File: src/rtl/riscv_pkg.sv
`default_nettype none
// ============================================================================
//  Package   : riscv_pkg
//  Purpose   : Shared definitions for the single-cycle RISC-V core slice:
//              boot sequencer state encoding and well-known instruction words.
//  Revision  : 1.0  initial release
// ============================================================================
package riscv_pkg;

   typedef enum logic [2:0] {
      BOOT_HDR  = 3'd0,
      BOOT_LOAD = 3'd1,
      BOOT_RUN  = 3'd2,
      BOOT_DONE = 3'd3,
      BOOT_ERR  = 3'd4
   } boot_state_e;

   localparam logic [31:0] INSTR_EBREAK = 32'h0010_0073;

endpackage
`default_nettype wire

File: src/rtl/core_boot_ctrl_if.sv
`default_nettype none
// ============================================================================
//  Interface : core_boot_ctrl_if
//  Purpose   : Bundles the boot sequencer's loader byte stream, instruction
//              memory write port, core control and status signals.
//  Modports  : master - the boot controller (drives o_* signals)
//              slave  - the host/loader + core side (drives i_* signals)
//  Signals   : i_rx_data/i_rx_valid/o_rx_ready   byte stream handshake
//              o_imem_we/o_imem_addr/o_imem_wdata instruction memory write
//              i_instr                            instruction fetched by core
//              o_core_rst_n                       core reset, active-low
//              o_halted/o_timeout/o_error         run status
//              o_cycles                           run-cycle count
//  Revision  : 1.0  initial release
// ============================================================================
interface core_boot_ctrl_if #(
   parameter int AW = 8
);
   logic [7:0]    i_rx_data;
   logic          i_rx_valid;
   logic          o_rx_ready;
   logic          o_imem_we;
   logic [AW-1:0] o_imem_addr;
   logic [31:0]   o_imem_wdata;
   logic [31:0]   i_instr;
   logic          o_core_rst_n;
   logic          o_halted;
   logic          o_timeout;
   logic          o_error;
   logic [31:0]   o_cycles;

   modport master (
      input  i_rx_data, i_rx_valid, i_instr,
      output o_rx_ready, o_imem_we, o_imem_addr, o_imem_wdata,
             o_core_rst_n, o_halted, o_timeout, o_error, o_cycles
   );

   modport slave (
      output i_rx_data, i_rx_valid, i_instr,
      input  o_rx_ready, o_imem_we, o_imem_addr, o_imem_wdata,
             o_core_rst_n, o_halted, o_timeout, o_error, o_cycles
   );
endinterface
`default_nettype wire

File: src/rtl/byte_word_packer.sv
`default_nettype none
// ============================================================================
//  Module    : byte_word_packer
//  Purpose   : Packs a byte stream into 32-bit little-endian words (first byte
//              lands in bits 7:0). Emits a registered 1-cycle word-valid pulse
//              in the cycle after the 4th byte is taken.
//  Ports     : i_clk, i_rst_n  clock, async active-low reset
//              i_clr           synchronous clear of lane counter and partials
//              i_valid/i_byte  byte to pack (consumed when i_valid)
//              o_word          last completed word (held between pulses)
//              o_word_valid    1-cycle pulse, o_word is new
//  Revision  : 1.0  initial release
// ============================================================================
module byte_word_packer (
   input  wire logic        i_clk,
   input  wire logic        i_rst_n,
   input  wire logic        i_clr,
   input  wire logic        i_valid,
   input  wire logic [7:0]  i_byte,
   output logic      [31:0] o_word,
   output logic             o_word_valid
);

   logic [1:0]  lane_q, lane_d;
   logic [23:0] part_q, part_d;
   logic [31:0] word_q, word_d;
   logic        word_valid_q, word_valid_d;

   always_comb begin
      lane_d       = lane_q;
      part_d       = part_q;
      word_d       = word_q;
      word_valid_d = 1'b0;
      if (i_clr) begin
         // Drop any partial word so a fresh load never sees stale lanes.
         lane_d = 2'd0;
         part_d = 24'd0;
      end else if (i_valid) begin
         case (lane_q)
            2'd0:    part_d[7:0]   = i_byte;
            2'd1:    part_d[15:8]  = i_byte;
            2'd2:    part_d[23:16] = i_byte;
            default: begin
               word_d       = {i_byte, part_q};
               word_valid_d = 1'b1;
            end
         endcase
         lane_d = lane_q + 2'd1;
      end
   end

   always_ff @(posedge i_clk or negedge i_rst_n) begin
      if (!i_rst_n) begin
         lane_q       <= 2'd0;
         part_q       <= 24'd0;
         word_q       <= 32'd0;
         word_valid_q <= 1'b0;
      end else begin
         lane_q       <= lane_d;
         part_q       <= part_d;
         word_q       <= word_d;
         word_valid_q <= word_valid_d;
      end
   end

   assign o_word       = word_q;
   assign o_word_valid = word_valid_q;

endmodule
`default_nettype wire

File: src/rtl/core_boot_ctrl.sv
`default_nettype none
// ============================================================================
//  Module    : core_boot_ctrl
//  Purpose   : Boot and run sequencer for the single-cycle RISC-V core.
//              Takes a header (16-bit LE word count N) and 4N program bytes,
//              writes them into instruction memory with the core held in
//              reset, then releases the core until EBREAK or cycle budget.
//  Ports     : i_clk, i_rst_n  clock, async active-low reset
//              bus (master)    byte stream, imem write port, core control,
//                              status and cycle count (see core_boot_ctrl_if)
//  Params    : IMEM_WORDS  instruction memory depth (words)
//              AW          word-address width, 2**AW >= IMEM_WORDS
//              MAX_CYCLES  run-cycle budget before forced stop
//  Revision  : 1.0  initial release
// ============================================================================
module core_boot_ctrl
   import riscv_pkg::*;
#(
   parameter int          IMEM_WORDS = 256,
   parameter int          AW         = 8,
   parameter logic [31:0] MAX_CYCLES = 32'd1_000_000
) (
   input  wire logic          i_clk,
   input  wire logic          i_rst_n,
   core_boot_ctrl_if.master   bus
);

   localparam logic [16:0] MAX_WORDS = 17'(IMEM_WORDS);

   boot_state_e   state_q, state_d;
   logic          hdr_cnt_q, hdr_cnt_d;     // header bytes already consumed
   logic [7:0]    hdr_lo_q, hdr_lo_d;
   logic [15:0]   n_q, n_d;                 // words to load
   logic [AW-1:0] addr_q, addr_d;
   logic [31:0]   cycles_q, cycles_d;
   logic          halted_q, halted_d;
   logic          timeout_q, timeout_d;

   logic          rx_ready;
   logic          accept;
   logic [15:0]   hdr_word;
   logic [31:0]   pk_word;
   logic          pk_word_valid;

   always_comb begin
      rx_ready = 1'b0;
      case (state_q)
         BOOT_HDR, BOOT_LOAD, BOOT_DONE: rx_ready = 1'b1;
         default:                        rx_ready = 1'b0;
      endcase
   end

   assign accept   = bus.i_rx_valid & rx_ready;
   assign hdr_word = {bus.i_rx_data, hdr_lo_q};

   byte_word_packer u_packer (
      .i_clk        (i_clk),
      .i_rst_n      (i_rst_n),
      .i_clr        (state_q != BOOT_LOAD),
      .i_valid      (accept && (state_q == BOOT_LOAD)),
      .i_byte       (bus.i_rx_data),
      .o_word       (pk_word),
      .o_word_valid (pk_word_valid)
   );

   always_comb begin
      state_d   = state_q;
      hdr_cnt_d = hdr_cnt_q;
      hdr_lo_d  = hdr_lo_q;
      n_d       = n_q;
      addr_d    = addr_q;
      cycles_d  = cycles_q;
      halted_d  = halted_q;
      timeout_d = timeout_q;

      case (state_q)
         BOOT_HDR: begin
            if (accept) begin
               if (!hdr_cnt_q) begin
                  hdr_lo_d  = bus.i_rx_data;
                  hdr_cnt_d = 1'b1;
               end else begin
                  hdr_cnt_d = 1'b0;
                  if ((hdr_word == 16'd0) || ({1'b0, hdr_word} > MAX_WORDS)) begin
                     state_d = BOOT_ERR;
                  end else begin
                     state_d = BOOT_LOAD;
                     n_d     = hdr_word;
                     addr_d  = '0;
                  end
               end
            end
         end

         BOOT_LOAD: begin
            // The address steps on the edge that ends the write pulse; the
            // final word's pulse edge is also the RUN entry edge.
            if (pk_word_valid) begin
               addr_d = addr_q + 1'b1;
               if (16'(addr_q) == (n_q - 16'd1)) begin
                  state_d  = BOOT_RUN;
                  cycles_d = 32'd0;
               end
            end
         end

         BOOT_RUN: begin
            cycles_d = (cycles_q == MAX_CYCLES) ? cycles_q : cycles_q + 32'd1;
            if (bus.i_instr == INSTR_EBREAK) begin
               state_d  = BOOT_DONE;
               halted_d = 1'b1;
            end else if (cycles_q == MAX_CYCLES) begin
               state_d   = BOOT_DONE;
               timeout_d = 1'b1;
            end
         end

         BOOT_DONE: begin
            // A byte here is header byte 0 of the next program.
            if (accept) begin
               state_d   = BOOT_HDR;
               hdr_lo_d  = bus.i_rx_data;
               hdr_cnt_d = 1'b1;
               halted_d  = 1'b0;
               timeout_d = 1'b0;
            end
         end

         BOOT_ERR: begin
            state_d = BOOT_ERR;
         end

         default: begin
            state_d = BOOT_HDR;
         end
      endcase
   end

   always_ff @(posedge i_clk or negedge i_rst_n) begin
      if (!i_rst_n) begin
         state_q   <= BOOT_HDR;
         hdr_cnt_q <= 1'b0;
         hdr_lo_q  <= 8'd0;
         n_q       <= 16'd0;
         addr_q    <= '0;
         cycles_q  <= 32'd0;
         halted_q  <= 1'b0;
         timeout_q <= 1'b0;
      end else begin
         state_q   <= state_d;
         hdr_cnt_q <= hdr_cnt_d;
         hdr_lo_q  <= hdr_lo_d;
         n_q       <= n_d;
         addr_q    <= addr_d;
         cycles_q  <= cycles_d;
         halted_q  <= halted_d;
         timeout_q <= timeout_d;
      end
   end

   assign bus.o_rx_ready   = rx_ready;
   assign bus.o_imem_we    = pk_word_valid;
   assign bus.o_imem_addr  = addr_q;
   assign bus.o_imem_wdata = pk_word;
   assign bus.o_core_rst_n = (state_q == BOOT_RUN);
   assign bus.o_halted     = halted_q;
   assign bus.o_timeout    = timeout_q;
   assign bus.o_error      = (state_q == BOOT_ERR);
   assign bus.o_cycles     = cycles_q;

endmodule
`default_nettype wire

File: src/flat_wrapper.sv
// flat-port wrapper written by rule: the top's interface ports become plain ports
module core_boot_ctrl_flat import riscv_pkg::*;
#(
   parameter int          IMEM_WORDS = 256,
   parameter int          AW         = 8,
   parameter logic [31:0] MAX_CYCLES = 32'd1_000_000
)
  (i_clk, i_rst_n, bus_i_rx_data, bus_i_rx_valid, bus_i_instr, bus_o_rx_ready, bus_o_imem_we, bus_o_imem_addr, bus_o_imem_wdata, bus_o_core_rst_n, bus_o_halted, bus_o_timeout, bus_o_error, bus_o_cycles);
  core_boot_ctrl_if #(.AW(AW)) bus_i ();
  input  wire logic i_clk;
  input  wire logic i_rst_n;
  input wire logic [$bits(bus_i.i_rx_data)-1:0] bus_i_rx_data;
  input wire logic [$bits(bus_i.i_rx_valid)-1:0] bus_i_rx_valid;
  input wire logic [$bits(bus_i.i_instr)-1:0] bus_i_instr;
  output wire logic [$bits(bus_i.o_rx_ready)-1:0] bus_o_rx_ready;
  output wire logic [$bits(bus_i.o_imem_we)-1:0] bus_o_imem_we;
  output wire logic [$bits(bus_i.o_imem_addr)-1:0] bus_o_imem_addr;
  output wire logic [$bits(bus_i.o_imem_wdata)-1:0] bus_o_imem_wdata;
  output wire logic [$bits(bus_i.o_core_rst_n)-1:0] bus_o_core_rst_n;
  output wire logic [$bits(bus_i.o_halted)-1:0] bus_o_halted;
  output wire logic [$bits(bus_i.o_timeout)-1:0] bus_o_timeout;
  output wire logic [$bits(bus_i.o_error)-1:0] bus_o_error;
  output wire logic [$bits(bus_i.o_cycles)-1:0] bus_o_cycles;
  assign bus_i.i_rx_data = bus_i_rx_data;
  assign bus_i.i_rx_valid = bus_i_rx_valid;
  assign bus_i.i_instr = bus_i_instr;
  assign bus_o_rx_ready = bus_i.o_rx_ready;
  assign bus_o_imem_we = bus_i.o_imem_we;
  assign bus_o_imem_addr = bus_i.o_imem_addr;
  assign bus_o_imem_wdata = bus_i.o_imem_wdata;
  assign bus_o_core_rst_n = bus_i.o_core_rst_n;
  assign bus_o_halted = bus_i.o_halted;
  assign bus_o_timeout = bus_i.o_timeout;
  assign bus_o_error = bus_i.o_error;
  assign bus_o_cycles = bus_i.o_cycles;
  core_boot_ctrl #(.IMEM_WORDS(IMEM_WORDS), .AW(AW), .MAX_CYCLES(MAX_CYCLES)) u_core (.i_clk(i_clk), .i_rst_n(i_rst_n), .bus(bus_i));
endmodule
File: config.mk
export PLATFORM = sky130hd
export DESIGN_NAME = core_boot_ctrl_flat
export DESIGN_NICKNAME = d
export VERILOG_FILES = /design/src/rtl/riscv_pkg.sv /design/src/rtl/core_boot_ctrl_if.sv /design/src/rtl/byte_word_packer.sv /design/src/rtl/core_boot_ctrl.sv /design/src/flat_wrapper.sv
export SDC_FILE = /design/constraint.sdc
export NUM_CORES = 1
export LEC_CHECK = 0
export CAP_MARGIN = 20
export CORE_ASPECT_RATIO = 0.7
export CORE_MARGIN = 3
export CORE_UTILIZATION = 44
export DETAILED_ROUTE_END_ITERATION = 8
export GPL_TIMING_DRIVEN = 1
export PLACE_DENSITY = 0.69
export SETUP_SLACK_MARGIN = 0.4
export SYNTH_ARGS = -nofsm -noshare
export SYNTH_HDL_FRONTEND = slang
export SYNTH_SLANG_ARGS = --single-unit
File: constraint.sdc
create_clock -name i_clk -period 6.25 [get_ports i_clk]
set_input_delay 0.625 -clock i_clk [delete_from_list [all_inputs] [get_ports i_clk]]
set_output_delay 0.625 -clock i_clk [all_outputs]
set_load 0.1 [all_outputs]
* Word level (Yosys, flattened, before mapping) *
Index checks and enable logic that the tools add are counted.

storage, ports and cells
  bits in registers = 129
  output and inout port bits = 78
  word-level logic and storage cells = 115
  input port bits = 43

cells by class
  order comparisons = 1
  reductions and logical operators = 27
  bitwise operators = 4
  eq/ne operators = 22
  multiplexer cells = 43
  add/subtract/negate cells = 4

operators by type and width
  operator               count
  $mux 32                3
  $mux 8                 10
  $pmux 32 s2            1
  $mux 24                2
  $add 32x1->32 const B  1
  $eq 32x20->1 const B   1
  $eq 32x21->1 const B   1
  $pmux 8 s2             2
  $mux 3                 8
  $eq 8x16->1            1
  $gt 16x9->1 const B    1
  $logic_not 16->1       1
  $reduce_and 4->1       4
  $reduce_bool 2->1      8
  $sub 16x1->16 const B  1
  $pmux 3 s5             1
  $ne 2x2->1 const B     6
  $mux 1                 11
  $ne 2x1->1 const B     5
  $reduce_and 3->1       3
  $add 8x1->8 const B    1
  $eq 3x2->1 const B     2
  $ne 3x1->1 const B     2
  $pmux 1 s2             3
  16 further kinds       22

* Longest topological paths before layout *
Gate-level depths: netlist of the first run.

  word-level depth = 7
  mapped depth = 9
  mapped depth without buffers = 8

* Hierarchy *
A second synthesis of the first run with hierarchy kept.

second synthesis, totals
  cell total of the unflattened synthesis = 656
  area total of the unflattened synthesis = 6979.2 um2

by module, submodules not included
  module            times used  seq. area each (um2)  area each (um2)  cells each
  core_boot_ctrl    1           1751.7                4341.7           463
  byte_word_packer  1           1476.4                2637.5           193

* Worst setup path after synthesis of the first run *
Ideal clock, no wire load.

  kind = register to output
  start = register u_core.state_q[0]
  end = output bus_o_rx_ready
  setup slack = 3503 ps
  arrival = 2122 ps
  required time = 5625 ps
  buffers on the path = 1
  cell stages (with the launch flop) = 4
  cell sequence = dfrtp_1 -> clkbuf_1 -> inv_1 -> a21oi_1

on the way
  word-level cells in the longest chain between the ends = 3
  elaborated cells on any way between the ends = 5
  classes of those cells = 2 x eq/ne; 1 x mux; 2 x reduce/logical

RTL lines
  item                                      line                   source
  start: declaration                        core_boot_ctrl.sv:30   boot_state_e state_q, state_d;
  start signal: assignment                  core_boot_ctrl.sv:150  state_q <= state_d;
  $eq 3x2->1, or another cell as far along  core_boot_ctrl.sv:47   case (state_q)
  $reduce_or 3->1 *                         core_boot_ctrl.sv:47
  $mux 1 *                                  core_boot_ctrl.sv:47
  end: declaration                          flat_wrapper.sv:15     output wire logic [$bits(bus_i.o_rx_ready)-1:0] bus_o_rx_ready;

Mark *: on every way between the ends. The rest lies on a longest branch, timed or not.

* Worst setup path in the final report of the first run *
  start = register u_core.state_q[1]
  end = output bus_o_core_rst_n

on the way
  word-level cells in the longest chain between the ends = 1

RTL lines
  item              line                   source
  $eq 3x2->1        core_boot_ctrl.sv:165  assign bus.o_core_rst_n = (state_q == BOOT_RUN);
  end: declaration  flat_wrapper.sv:19     output wire logic [$bits(bus_i.o_core_rst_n)-1:0] bus_o_core_rst_n;

Every way passes these cells.

==> impl_summary.txt, run 1 <==
----------------------------------------------------
[Outcome]
  Result of the run ... finished clean

[Timing]
  Slew Limit Headroom ... 30.5%
  Final count of pins violating max slew ... 0
  Period utilisation layout ... 63.3%
  Final min period ... 3960 ps
  Hold violation total from the final report ... 0
  Final sum of negative setup slack ... 0 ps
  Final setup violation count ... 0
  Maximum clock skew at final layout ... 9.99 ps
  Achievable Freq ... 0.253 GHz
  Worst Tran Pin Value ... 1040 ps
  Setup repair after global routing missed its margin ... no

[Power]
  Static Leakage ... 3.40 nW
  Internal ... 1.59 mW
  Power per Cell Area ... 254 mW/mm^2
  Combinational cell fraction of total power ... 7.8%
  Peak ir drop on the vdd network ... 0.193 mV
  Share of total power consumed by net switching ... 25.1%
  Net Sw Power ... 531 uW
  Sequential group share of total power ... 43.0%
  Portion of total power attributed to the clock network ... 49.2%

[Final layout]
  Final design area excluding fillers ... 0.00834 sq mm
  Net count reported at finish ... 807
  Relative area change from synthesis to final layout ... 31.2%
  Layout filler cell count ... 1162
  Share of layout cells above drive strength 1 ... 12.1%
  Antenna cells ... 0

[Worst setup path]
  Worst reg2reg startpoint ... u_core.n_q[0]$_DFFE_PN0P_
  Cell type group with the largest total delay on the critical path ... buffers and inverters
  Data required time of the worst path ... 5620 ps
  CP max stage cell ... sky130_fd_sc_hd__clkdlybuf4s50_1
  Max incr delay on CP ... 1210 ps
  Register-to-Register Path Depth ... 9
  Critical path class ... reg2out
  Cell breakdown of the critical path ... inv_1, nor2_1, nand2_1, inv_1, clkdlybuf4s50_1
  Data arrival time of the critical path ... 3330 ps
  Critical Path Most Common Cell ... sky130_fd_sc_hd__inv_1
  Highest net fanout along the worst path ... 17
  Setup slack of the worst register-to-register path ... 3250 ps
  CP Capture Type ... primary output
  Capturing point of the worst reg2reg path ... u_core.bus.o_cycles[20]$_DFFE_PN0P_
  CP Buf/Inv Count ... 3
  Worst Setup Start Kind ... flop

[Route]
  Vias per std cell ... 5.74
  Number of search-and-repair iterations in the first detailed-routing pass ... 7
  Number of DRC violations after detailed routing ... 0
  Average routed wire per standard cell ... 17.9 um
  Detailed-route wire length ... 17.2 mm
  Post-DRT Antenna Nets ... 0
  Initial detailed-routing violation count ... 446
  DR vias ... 5509

[Global routing]
  First-pass GRT wire length ... 28.2 mm
  Maximum number of pins on one net before global-route repair ... 69
  Total global routing track utilization ... 22.1%
  Residual overflow from global routing ... 0
  Antenna violations before repair ... 0
  Number of global-route vias before repair ... 5394

[Die]
  Core area ... 0.0140 sq mm
  Area of the die ... 0.0159 sq mm
  Die H ... 107 um
  I/O pin count ... 121
  Site row count ... 36
  Effective utilization at floorplan ... 45.4%
  Die boundary width ... 150 um

[CTS]
  H-tree Lvls ... 4
  Cell at the root of the clock tree ... sky130_fd_sc_hd__clkbuf_16
  Clk pin slew, worst setup/hold paths ... 60 ps
  Count of cells resized by post-cts repair ... 0
  Number of hold buffers added after CTS ... 0
  Clock tree from TritonCTS ... yes
  Bufs on Longest Clock Path ... 2
  Number of buffers added for setup after CTS ... 0
  Sink count of the clock tree ... 129
  TritonCTS Buffers ... 17
  Clk_lat worst skew ... 420 ps

[Yosys]
  Syn avg cell area ... 9.96 sq um
  Mapped Cells ... 638
  Netlist Area Pre-Place ... 0.00635 sq mm
  Total number of yosys warnings ... 0
  Number of distinct library cells after synthesis ... 52
  Syn_nets ... 689
  Top FF cell, synth ... sky130_fd_sc_hd__dfrtp_1
  Share of synthesized flip-flops with an asynchronous set or reset ... 100%
  Post-synth EDFFs ... 0
  Number of storage elements in the synthesis netlist ... 129
  Post-synthesis sequential area ratio ... 50.8%

[Placement]
  Port buffer count ... 120
  Cell area after placement ... 0.00772 sq mm
  Routability cong. ... 0.862
  HPWL after detailed placement ... 12.1 mm

[Run]
  Count of maximum capacitance violations ... 0

[Min path]
  Path category of the worst min-delay check ... in2async

----------------------------------------------------
-- sequential cells by signal, indices dropped and copies added (netlist names) --
signal                        count
u_core.hdr_lo_q                   8
u_core.u_packer.o_word           32
u_core.bus.o_cycles              32
u_core.n_q                       16
u_core.u_packer.part_q           24
u_core.hdr_cnt_q                  1
u_core.bus.o_imem_addr            8
u_core.bus.o_halted               1
u_core.u_packer.o_word_valid      1
u_core.bus.o_timeout              1
u_core.u_packer.lane_q            2
u_core.state_q                    3
-- cell usage after synthesis (all sizes together) (9+ instances only) --
cell / instances / area (sq um)
dfrtp: 129 / 3230
nand2: 90 / 338
mux2: 49 / 552
nor2: 40 / 150
nand3: 38 / 190
o21ai: 37 / 185
a21oi: 35 / 175
xnor2: 21 / 184
clkbuf: 19 / 71.3
nor3: 17 / 85.1
nor4: 17 / 121
o22ai: 15 / 93.8
inv: 14 / 52.6
nand4: 14 / 87.6
and3: 9 / 56.3
nor2b: 9 / 56.3
-- power by group through the flow --
| stage | registers, mW | logic, mW | clock network [mW] |
|---|---|---|---|
| 6_report | 0.911 | 0.166 | 1.04 |
| 3_5_place_dp | 0.925 | 0.166 | 0 |
| 3_3_place_gp | 0.922 | 0.161 | 0 |
| 2_1_floorplan | 0.944 | 0.0582 | 0 |
| 4_1_cts | 0.910 | 0.167 | 1.06 |
| 5_1_grt | 0.915 | 0.180 | 1.10 |
-- logic make-up after synthesis --
logic type	after synthesis	share of synthesized area, %
flops	129	50.8
mux	53	9.31
xor+xnor	27	3.94
fa+ha+maj	8	1.58
simple gates	269	21.5
buf+inv	41	2.78
compound gates	111	10.1
-- per-layer routing --
layer	GRT usage (%)	share of wire (%)	up-vias
met2	33.9	46	234
met3	6.05	7.9	22
met1	31.1	45	2715
met5	0	0	-
li1	-	-	2538
met4	5.94	1.2	0
-- final cells by class --
| cell class | count | area, sq um | share of cell area [%] |
|---|---|---|---|
| flip-flops and latches | 129 | 3230 | 38.7 |
| multi-input cells | 468 | 2960 | 35.5 |
| repair buffers | 126 | 1240 | 14.9 |
| inverters | 14 | 52.6 | 0.630 |
| well taps | 190 | 238 | 2.85 |
| clock inverters | 13 | 174 | 2.09 |
| clock buffers | 19 | 443 | 5.31 |
-- layout by cell type (no fill, tap or decap), types with 9 or more instances in the layout --
master and n:
sky130_fd_sc_hd__nand2_1 90, sky130_fd_sc_hd__o21ai_0 35, sky130_fd_sc_hd__and3_1 9, sky130_fd_sc_hd__mux2_2 49, sky130_fd_sc_hd__nand3_1 38, sky130_fd_sc_hd__nor3_1 17, sky130_fd_sc_hd__xnor2_1 21, sky130_fd_sc_hd__clkbuf_16 17
sky130_fd_sc_hd__nor4_1 16, sky130_fd_sc_hd__nand4_1 14, sky130_fd_sc_hd__o22ai_1 15, sky130_fd_sc_hd__nor2_1 39, sky130_fd_sc_hd__dfrtp_1 129, sky130_fd_sc_hd__nor2b_1 9, sky130_fd_sc_hd__inv_1 14, sky130_fd_sc_hd__clkdlybuf4s50_1 119
sky130_fd_sc_hd__a21oi_1 35
-- how the worst max path moves through the flow --
stage	slack [ps]	end	start	depth (start not counted)
2_1_floorplan	3500	bus_o_rx_ready	u_core.state_q[0]$_DFFE_PN0P_	3
5_1_grt	2170	bus_o_core_rst_n	u_core.state_q[1]$_DFFE_PN0P_	5
3_5_place_dp	2730	u_core.bus.o_imem_addr[6]$_DFFE_PN0P_	bus_i_rx_data[1]	7
6_report	2290	bus_o_core_rst_n	u_core.state_q[1]$_DFFE_PN0P_	5
4_1_cts	2320	bus_o_core_rst_n	u_core.state_q[1]$_DFFE_PN0P_	5
3_3_place_gp	2850	u_core.bus.o_imem_addr[0]$_DFFE_PN0P_	bus_i_rx_data[1]	6
-- per-stage QoR --
step / power [mW] / util, % / cells / setup WS (ps) / hold slack, ps
finish: 2.12 / 59.5 / 959 / 2290 / 271
global route: 2.19 / 59.5 / 959 / 2170 / 339
CTS: 2.13 / 59.5 / 959 / 2320 / 303
detailed placement: 1.09 / 55.1 / 927 / 2730 / 495
global placement: 1.08 / 55.1 / 927 / 2850 / 486
floorplan: 1.00 / - / 638 / 3500 / 329
No activity file was read; power rests on OpenSTA's default activity.
==> inputs of run 2 (changes only) <==
==> constraint.sdc (replaced) <==
create_clock -name i_clk -period 4 [get_ports i_clk]
set_input_delay 0.4 -clock i_clk [delete_from_list [all_inputs] [get_ports i_clk]]
set_output_delay 0.4 -clock i_clk [all_outputs]
set_load 0.1 [all_outputs]
==> run 2 against run 1 <==
Total power grew 53%. Cell area grew 0.38%. First-iteration DRC count shrank 13%. Sequential share of layout area shrank 0.14 points. Critical path type unchanged. Largest power group unchanged.
==> impl_summary.txt, run 2 (synthesized netlist as in run 1, its figures left out) <==
----------------------------------------------------
[Timing]
  Final min period ... 2940 ps
  Setup repair after global routing missed its margin ... no (unchanged)
  Slew Limit Headroom ... 30.6% (was 30.5%)
  Period utilisation layout ... 73.6%
  Final sum of negative setup slack ... 0 ps (unchanged)
  Achievable Freq ... 0.340 GHz
  Final count of pins violating max slew ... 0 (unchanged)
  Maximum clock skew at final layout ... 14.6 ps (was 9.99 ps)
  Worst Tran Pin Value ... 1040 ps (about the same)
  Hold violation total from the final report ... 0 (unchanged)
  Final setup violation count ... 0 (unchanged)

[Worst setup path]
  CP Capture Type ... primary output (unchanged)
  Max incr delay on CP ... 1160 ps (was 1210 ps)
  Data required time of the worst path ... 3600 ps (was 5620 ps)
  Worst Setup Start Kind ... flop (unchanged)
  Highest net fanout along the worst path ... 9 (was 17)
  CP max stage cell ... sky130_fd_sc_hd__clkdlybuf4s50_1 (unchanged)
  Worst reg2reg startpoint ... u_core.n_q[0]$_DFFE_PN0P_ (unchanged)
  Data arrival time of the critical path ... 2540 ps (was 3330 ps)
  Register-to-Register Path Depth ... 9 (unchanged)
  Source of the critical timing path ... u_core.state_q[0]$_DFFE_PN0P_ (was u_core.state_q[1]$_DFFE_PN0P_)
  Cell breakdown of the critical path ... inv_1, nand2_1, nor2_1, clkdlybuf4s50_1 (was inv_1, nor2_1, nand2_1, inv_1, clkdlybuf4s50_1)
  Critical path class ... reg2out (unchanged)

[Global routing]
  First-pass GRT wire length ... 28.3 mm (was 28.2 mm)
  Total global routing track utilization ... 22.3% (was 22.1%)
  Residual overflow from global routing ... 0 (unchanged)
  Antenna violations before repair ... 0 (unchanged)
  Number of global-route vias before repair ... 5459 (was 5394)
  Maximum number of pins on one net before global-route repair ... 87 (was 69)

[Final layout]
  Multi-input combinational cell area ... 0.00296 sq mm (unchanged)
  Final standard cell count with taps included and fillers excluded ... 964 (was 959)
  Area of all sequential standard cells ... 0.00323 sq mm (unchanged)
  Relative area change from synthesis to final layout ... 31.7% (was 31.2%)
  Leading cell types in the layout, fill and taps excluded ... 129 x sky130_fd_sc_hd__dfrtp_1, 118 x sky130_fd_sc_hd__clkdlybuf4s50_1, 90 x sky130_fd_sc_hd__nand2_1 (was 129 x sky130_fd_sc_hd__dfrtp_1, 119 x sky130_fd_sc_hd__clkdlybuf4s50_1, 90 x sky130_fd_sc_hd__nand2_1)
  Leading cell type in the layout, fill and taps excluded ... sky130_fd_sc_hd__dfrtp_1 (unchanged)
  Share of layout cells above drive strength 1 ... 12.8% (was 12.1%)
  Layout filler cell count ... 1170 (was 1162)
  Net count reported at finish ... 812 (was 807)
  Antenna cells ... 0 (unchanged)

[Die]
  I/O pin count ... 121 (unchanged)
  Effective utilization at floorplan ... 45.4% (unchanged)
  Core area ... 0.0140 sq mm (unchanged)
  Area of the die ... 0.0159 sq mm (unchanged)
  Die boundary width ... 150 um (unchanged)
  Site row count ... 36 (unchanged)
  Die H ... 107 um (unchanged)

[CTS]
  Clk_lat worst skew ... 430 ps (was 420 ps)
  Sink count of the clock tree ... 129 (unchanged)
  Clk pin slew, worst setup/hold paths ... 70 ps (was 60 ps)
  TritonCTS Buffers ... 17 (unchanged)
  Cell at the root of the clock tree ... sky130_fd_sc_hd__clkbuf_16 (unchanged)
  Number of buffers added for setup after CTS ... 0 (unchanged)
  Count of cells resized by post-cts repair ... 0 (unchanged)
  Bufs on Longest Clock Path ... 2 (unchanged)
  Number of hold buffers added after CTS ... 0 (unchanged)
  H-tree Lvls ... 4 (unchanged)
  Clock tree from TritonCTS ... yes (unchanged)

[Power]
  Combinational cell fraction of total power ... 8.2% (was 7.8%)
  Net Sw Power ... 882 uW (was 531 uW)
  Share of total power consumed by net switching ... 27.2% (was 25.1%)
  Peak ir drop on the vdd network ... 0.253 mV (was 0.193 mV)
  Static Leakage ... 3.42 nW (was 3.40 nW)
  Power per Cell Area ... 388 mW/mm^2 (was 254 mW/mm^2)
  Portion of total power attributed to the clock network ... 48.1% (was 49.2%)
  Sequential group share of total power ... 43.7% (was 43.0%)
  Internal ... 2.36 mW (was 1.59 mW)

[Min path]
  Path category of the worst min-delay check ... in2async (unchanged)

[Placement]
  Inst Count DP ... 930 (was 927)
  Port buffer count ... 120 (unchanged)
  Routability cong. ... 0.878 (was 0.862)
  HPWL after detailed placement ... 12.1 mm (about the same)

[Route]
  DR vias ... 5524 (was 5509)
  Initial detailed-routing violation count ... 387 (was 446)
  Number of DRC violations after detailed routing ... 0 (unchanged)
  Post-DRT Antenna Nets ... 0 (unchanged)
  Number of search-and-repair iterations in the first detailed-routing pass ... 5 (was 7)
  Vias per std cell ... 5.73 (was 5.74)
  Average routed wire per standard cell ... 18.0 um (was 17.9 um)
  Detailed-route wire length ... 17.4 mm (was 17.2 mm)

[Outcome]
  Result of the run ... finished clean (unchanged)

[Run]
  Count of maximum capacitance violations ... 0 (unchanged)

----------------------------------------------------
## run 2: final cells by class
type                       instances  share of cell area (%)
clock buffer                      17                    5.08
clock inverter                    15                    1.97
inverter                          14                   0.628
multi-input combinational        468                    35.3
sequential                       129                    38.6
tap                              190                    2.84
timing repair buffer             131                    15.6
## run 2: per-stage QoR
step / utilization (%) / worst slack (ps) / power (mW) / cell area (sq um) / hold WS [ps]
after floorplan: - / 1310 / 1.57 / 6350 / 104
after global placement: 55.2 / 1160 / 1.69 / 7740 / 489
after detailed placement: 55.2 / 1050 / 1.70 / 7740 / 494
after CTS: 59.5 / 1020 / 3.27 / 8330 / 221
after global routing: 59.7 / 896 / 3.37 / 8370 / 442
final: 59.7 / 1060 / 3.24 / 8370 / 411
## run 2: path summary, 6_finish.rpt
check                                                   endpoint  slack, ps
setup / recovery                                     bus_o_error       1060
hold / removal                u_core.bus.o_cycles[8]$_DFFE_PN0P_        410
setup reg to reg              u_core.bus.o_cycles[1]$_DFFE_PN0P_       1070
hold reg to reg            u_core.u_packer.o_word[8]$_DFFE_PN0P_        510
max in group asynchronous  u_core.u_packer.lane_q[0]$_DFFE_PN0P_       2600
min in group i_clk         u_core.u_packer.o_word[8]$_DFFE_PN0P_        510
## run 2: critical path, delay by kind of cell (launching register included)
family,cells,cell delay (ps)
buf+inv,2,1370
flops,1,470
simple gates,2,280
## run 2: power by group through the flow
stage                     clock (mW)  combinational [mW]  sequential [mW]
final                           1.56               0.266             1.42
after global routing            1.65               0.290             1.43
after CTS                       1.58               0.265             1.42
after detailed placement           0               0.263             1.44
after global placement             0               0.254             1.44
after floorplan                    0              0.0910             1.47
## run 2: routing by layer
layer,vias to the layer above,wire length [um],track usage (%)
li1,2549,-,-
met3,25,1310,5.41
met5,-,0,0
met1,2726,7770,31.2
met2,224,8000,34.3
met4,0,272,7.51
==> inputs of run 3 (changes only) <==
==> constraint.sdc (replaced) <==
create_clock -name i_clk -period 2.85 [get_ports i_clk]
set_input_delay 0.285 -clock i_clk [delete_from_list [all_inputs] [get_ports i_clk]]
set_output_delay 0.285 -clock i_clk [all_outputs]
set_load 0.1 [all_outputs]
==> run 3 against run 2 <==
Worst hold slack got worse by 120 ps. First-iteration DRC count grew 8.5%. Flip-flop and latch count is the same. Sequential share of layout area decreased by 1.0 points. Sequential power is 40% higher. Cell area increased by 3.6%. Clock power increased by 32%. Critical path type is now reg2reg.
==> impl_summary.txt, run 3 (synthesized netlist as in run 1, its figures left out) <==
----------------------------------------------------
[Timing]
  Final min period ... 2490 ps
  Period utilisation layout ... 87.4%
  Final sum of negative setup slack ... 0 ps (unchanged)
  Hold violation total from the final report ... 0 (unchanged)
  Achievable Freq ... 0.401 GHz
  Slew Limit Headroom ... 53.9% (was 30.6%)
  Final count of pins violating max slew ... 0 (unchanged)
  Final setup violation count ... 0 (unchanged)
  Worst Tran Pin Value ... 688 ps (was 1040 ps)
  Maximum clock skew at final layout ... 8.80 ps (was 14.6 ps)
  Minimum setup slack in the final design ... 358 ps (was 1060 ps)
  Setup repair after global routing missed its margin ... yes (was no)

[Route]
  Post-DRT Antenna Nets ... 0 (unchanged)
  Number of search-and-repair iterations in the first detailed-routing pass ... 6 (was 5)
  Detailed-route wire length ... 17.9 mm (was 17.4 mm)
  Initial detailed-routing violation count ... 420 (was 387)
  Average routed wire per standard cell ... 18.2 um (was 18.0 um)
  Number of DRC violations after detailed routing ... 0 (unchanged)
  DR vias ... 5646 (was 5524)
  Vias per std cell ... 5.72 (was 5.73)

[CTS]
  Clk_lat worst skew ... 420 ps (was 430 ps)
  H-tree Lvls ... 4 (unchanged)
  Clk pin slew, worst setup/hold paths ... 60 ps (was 70 ps)
  Sink count of the clock tree ... 129 (unchanged)
  Clock tree from TritonCTS ... yes (unchanged)
  TritonCTS Buffers ... 17 (unchanged)
  Cell at the root of the clock tree ... sky130_fd_sc_hd__clkbuf_16 (unchanged)
  Bufs on Longest Clock Path ... 2 (unchanged)

[Final layout]
  Antenna cells ... 0 (unchanged)
  Final design area excluding fillers ... 0.00867 sq mm (was 0.00837 sq mm)
  Relative area change from synthesis to final layout ... 36.4% (was 31.7%)
  Leading cell type in the layout, fill and taps excluded ... sky130_fd_sc_hd__dfrtp_1 (unchanged)
  Net count reported at finish ... 835 (was 812)
  Leading cell types in the layout, fill and taps excluded ... 108 x sky130_fd_sc_hd__dfrtp_1, 104 x sky130_fd_sc_hd__buf_4, 90 x sky130_fd_sc_hd__nand2_1 (was 129 x sky130_fd_sc_hd__dfrtp_1, 118 x sky130_fd_sc_hd__clkdlybuf4s50_1, 90 x sky130_fd_sc_hd__nand2_1)
  Share of layout cells above drive strength 1 ... 31.4% (was 12.8%)

[Global routing]
  Residual overflow from global routing ... 0 (unchanged)
  Number of global-route vias before repair ... 5560 (was 5459)
  Maximum number of pins on one net before global-route repair ... 83 (was 87)
  Antenna violations before repair ... 0 (unchanged)
  Total global routing track utilization ... 23.0% (was 22.3%)
  First-pass GRT wire length ... 28.9 mm (was 28.3 mm)

[Die]
  Effective utilization at floorplan ... 45.4% (unchanged)
  Area of the die ... 0.0159 sq mm (unchanged)
  Die H ... 107 um (unchanged)
  Core area ... 0.0140 sq mm (unchanged)
  I/O pin count ... 121 (unchanged)
  Die boundary width ... 150 um (unchanged)
  Site row count ... 36 (unchanged)

[Worst setup path]
  CP Capture Type ... flop (was primary output)
  Data required time of the worst path ... 3150 ps (was 3600 ps)
  Data arrival time of the critical path ... 2790 ps (was 2540 ps)
  Highest net fanout along the worst path ... 8 (was 9)
  Worst Setup Start Kind ... flop (unchanged)
  Critical path class ... reg2reg (was reg2out)

[Power]
  Power per Cell Area ... 512 mW/mm^2 (was 388 mW/mm^2)
  Overall power ... 4.44 mW (was 3.24 mW)
  Static Leakage ... 3.68 nW (was 3.42 nW)
  Peak ir drop on the vdd network ... 0.404 mV (was 0.253 mV)

[Placement]
  DP Worst Slack ... 208 ps (was 1050 ps)
  Routability cong. ... 0.903 (was 0.878)
  Cell area after placement ... 0.00771 sq mm (was 0.00774 sq mm)
  HPWL after detailed placement ... 12.0 mm (was 12.1 mm)
  Port buffer count ... 120 (unchanged)

[Run]
  Count of maximum capacitance violations ... 0 (unchanged)

[Outcome]
  Result of the run ... finished clean (unchanged)

[Min path]
  Path category of the worst min-delay check ... in2async (unchanged)

----------------------------------------------------
run 3: power by group:
group / internal, mW / leakage [nW] / switching [mW] / total (mW)
logic: 0.165 / 1.71 / 0.224 / 0.388
registers: 1.91 / 1.70 / 0.0798 / 1.99
clock network: 1.27 / 0.266 / 0.789 / 2.06
total: 3.34 / 3.68 / 1.09 / 4.44
run 3: final timing paths:
path / slack (ps) / endpoint / start / depth (start not counted)
setup / recovery: 360 / u_core.bus.o_cycles[16]$_DFFE_PN0P_ / u_core.n_q[3]$_DFFE_PN0P_ / 9
hold / removal: 290 / u_core.bus.o_cycles[31]$_DFFE_PN0P_ / i_rst_n / 2
setup reg to reg: 360 / u_core.bus.o_cycles[16]$_DFFE_PN0P_ / u_core.n_q[3]$_DFFE_PN0P_ / 9
hold reg to reg: 500 / u_core.n_q[15]$_DFFE_PN0P_ / u_core.n_q[15]$_DFFE_PN0P_ / 1
max in group asynchronous: 1840 / u_core.n_q[2]$_DFFE_PN0P_ / i_rst_n / 3
min in group i_clk: 500 / u_core.n_q[15]$_DFFE_PN0P_ / u_core.n_q[15]$_DFFE_PN0P_ / 1
run 3: timing repair:
| action | CTS | global route |
|---|---|---|
| hold buffers | 1 | 0 |
| setup endpoints to repair | 34 | 41 |
| gates cloned | 3 | 0 |
| hold endpoints to repair | 17 | 0 |
| gates resized for setup | 40 | 14 |
| pin swaps | 15 | 5 |
| setup buffers | 8 | 3 |
run 3: routing by layer:
layer	vias to the layer above	share of wire [%]	global-route usage (%)
met5	-	0	0
met3	18	7.7	6.73
met4	0	1.2	6.34
met2	243	46	35.0
met1	2783	45	32.2
li1	2602	-	-
run 3: final cells by class:
type / count / area, sq um
clock inverter: 8 / 80.1
timing repair buffer: 154 / 1360
tap: 190 / 238
clock buffer: 24 / 482
inverter: 14 / 52.6
multi-input combinational: 468 / 3200
fill: 1129 / 5340
sequential: 129 / 3250
run 3: per-stage QoR:
stage               utilization, %  instances  hold WS [ps]
floorplan                        -        638         -10.6
CTS                           61.3        984           279
detailed placement            55.1        940           180
finish                        61.9        987           289
global route                  61.9        987           304
global placement              55.1        940           179
run 3: critical path, cell delays in order (launching register included):
cell                       delay [ps]
sky130_fd_sc_hd__dfrtp_2          450
sky130_fd_sc_hd__or3_4            390
sky130_fd_sc_hd__or3_1            370
sky130_fd_sc_hd__a211oi_2         230
sky130_fd_sc_hd__nand3_1          150
sky130_fd_sc_hd__nor4_4           320
sky130_fd_sc_hd__buf_4            200
sky130_fd_sc_hd__buf_6            110
sky130_fd_sc_hd__buf_8            120
sky130_fd_sc_hd__nor2_1            50
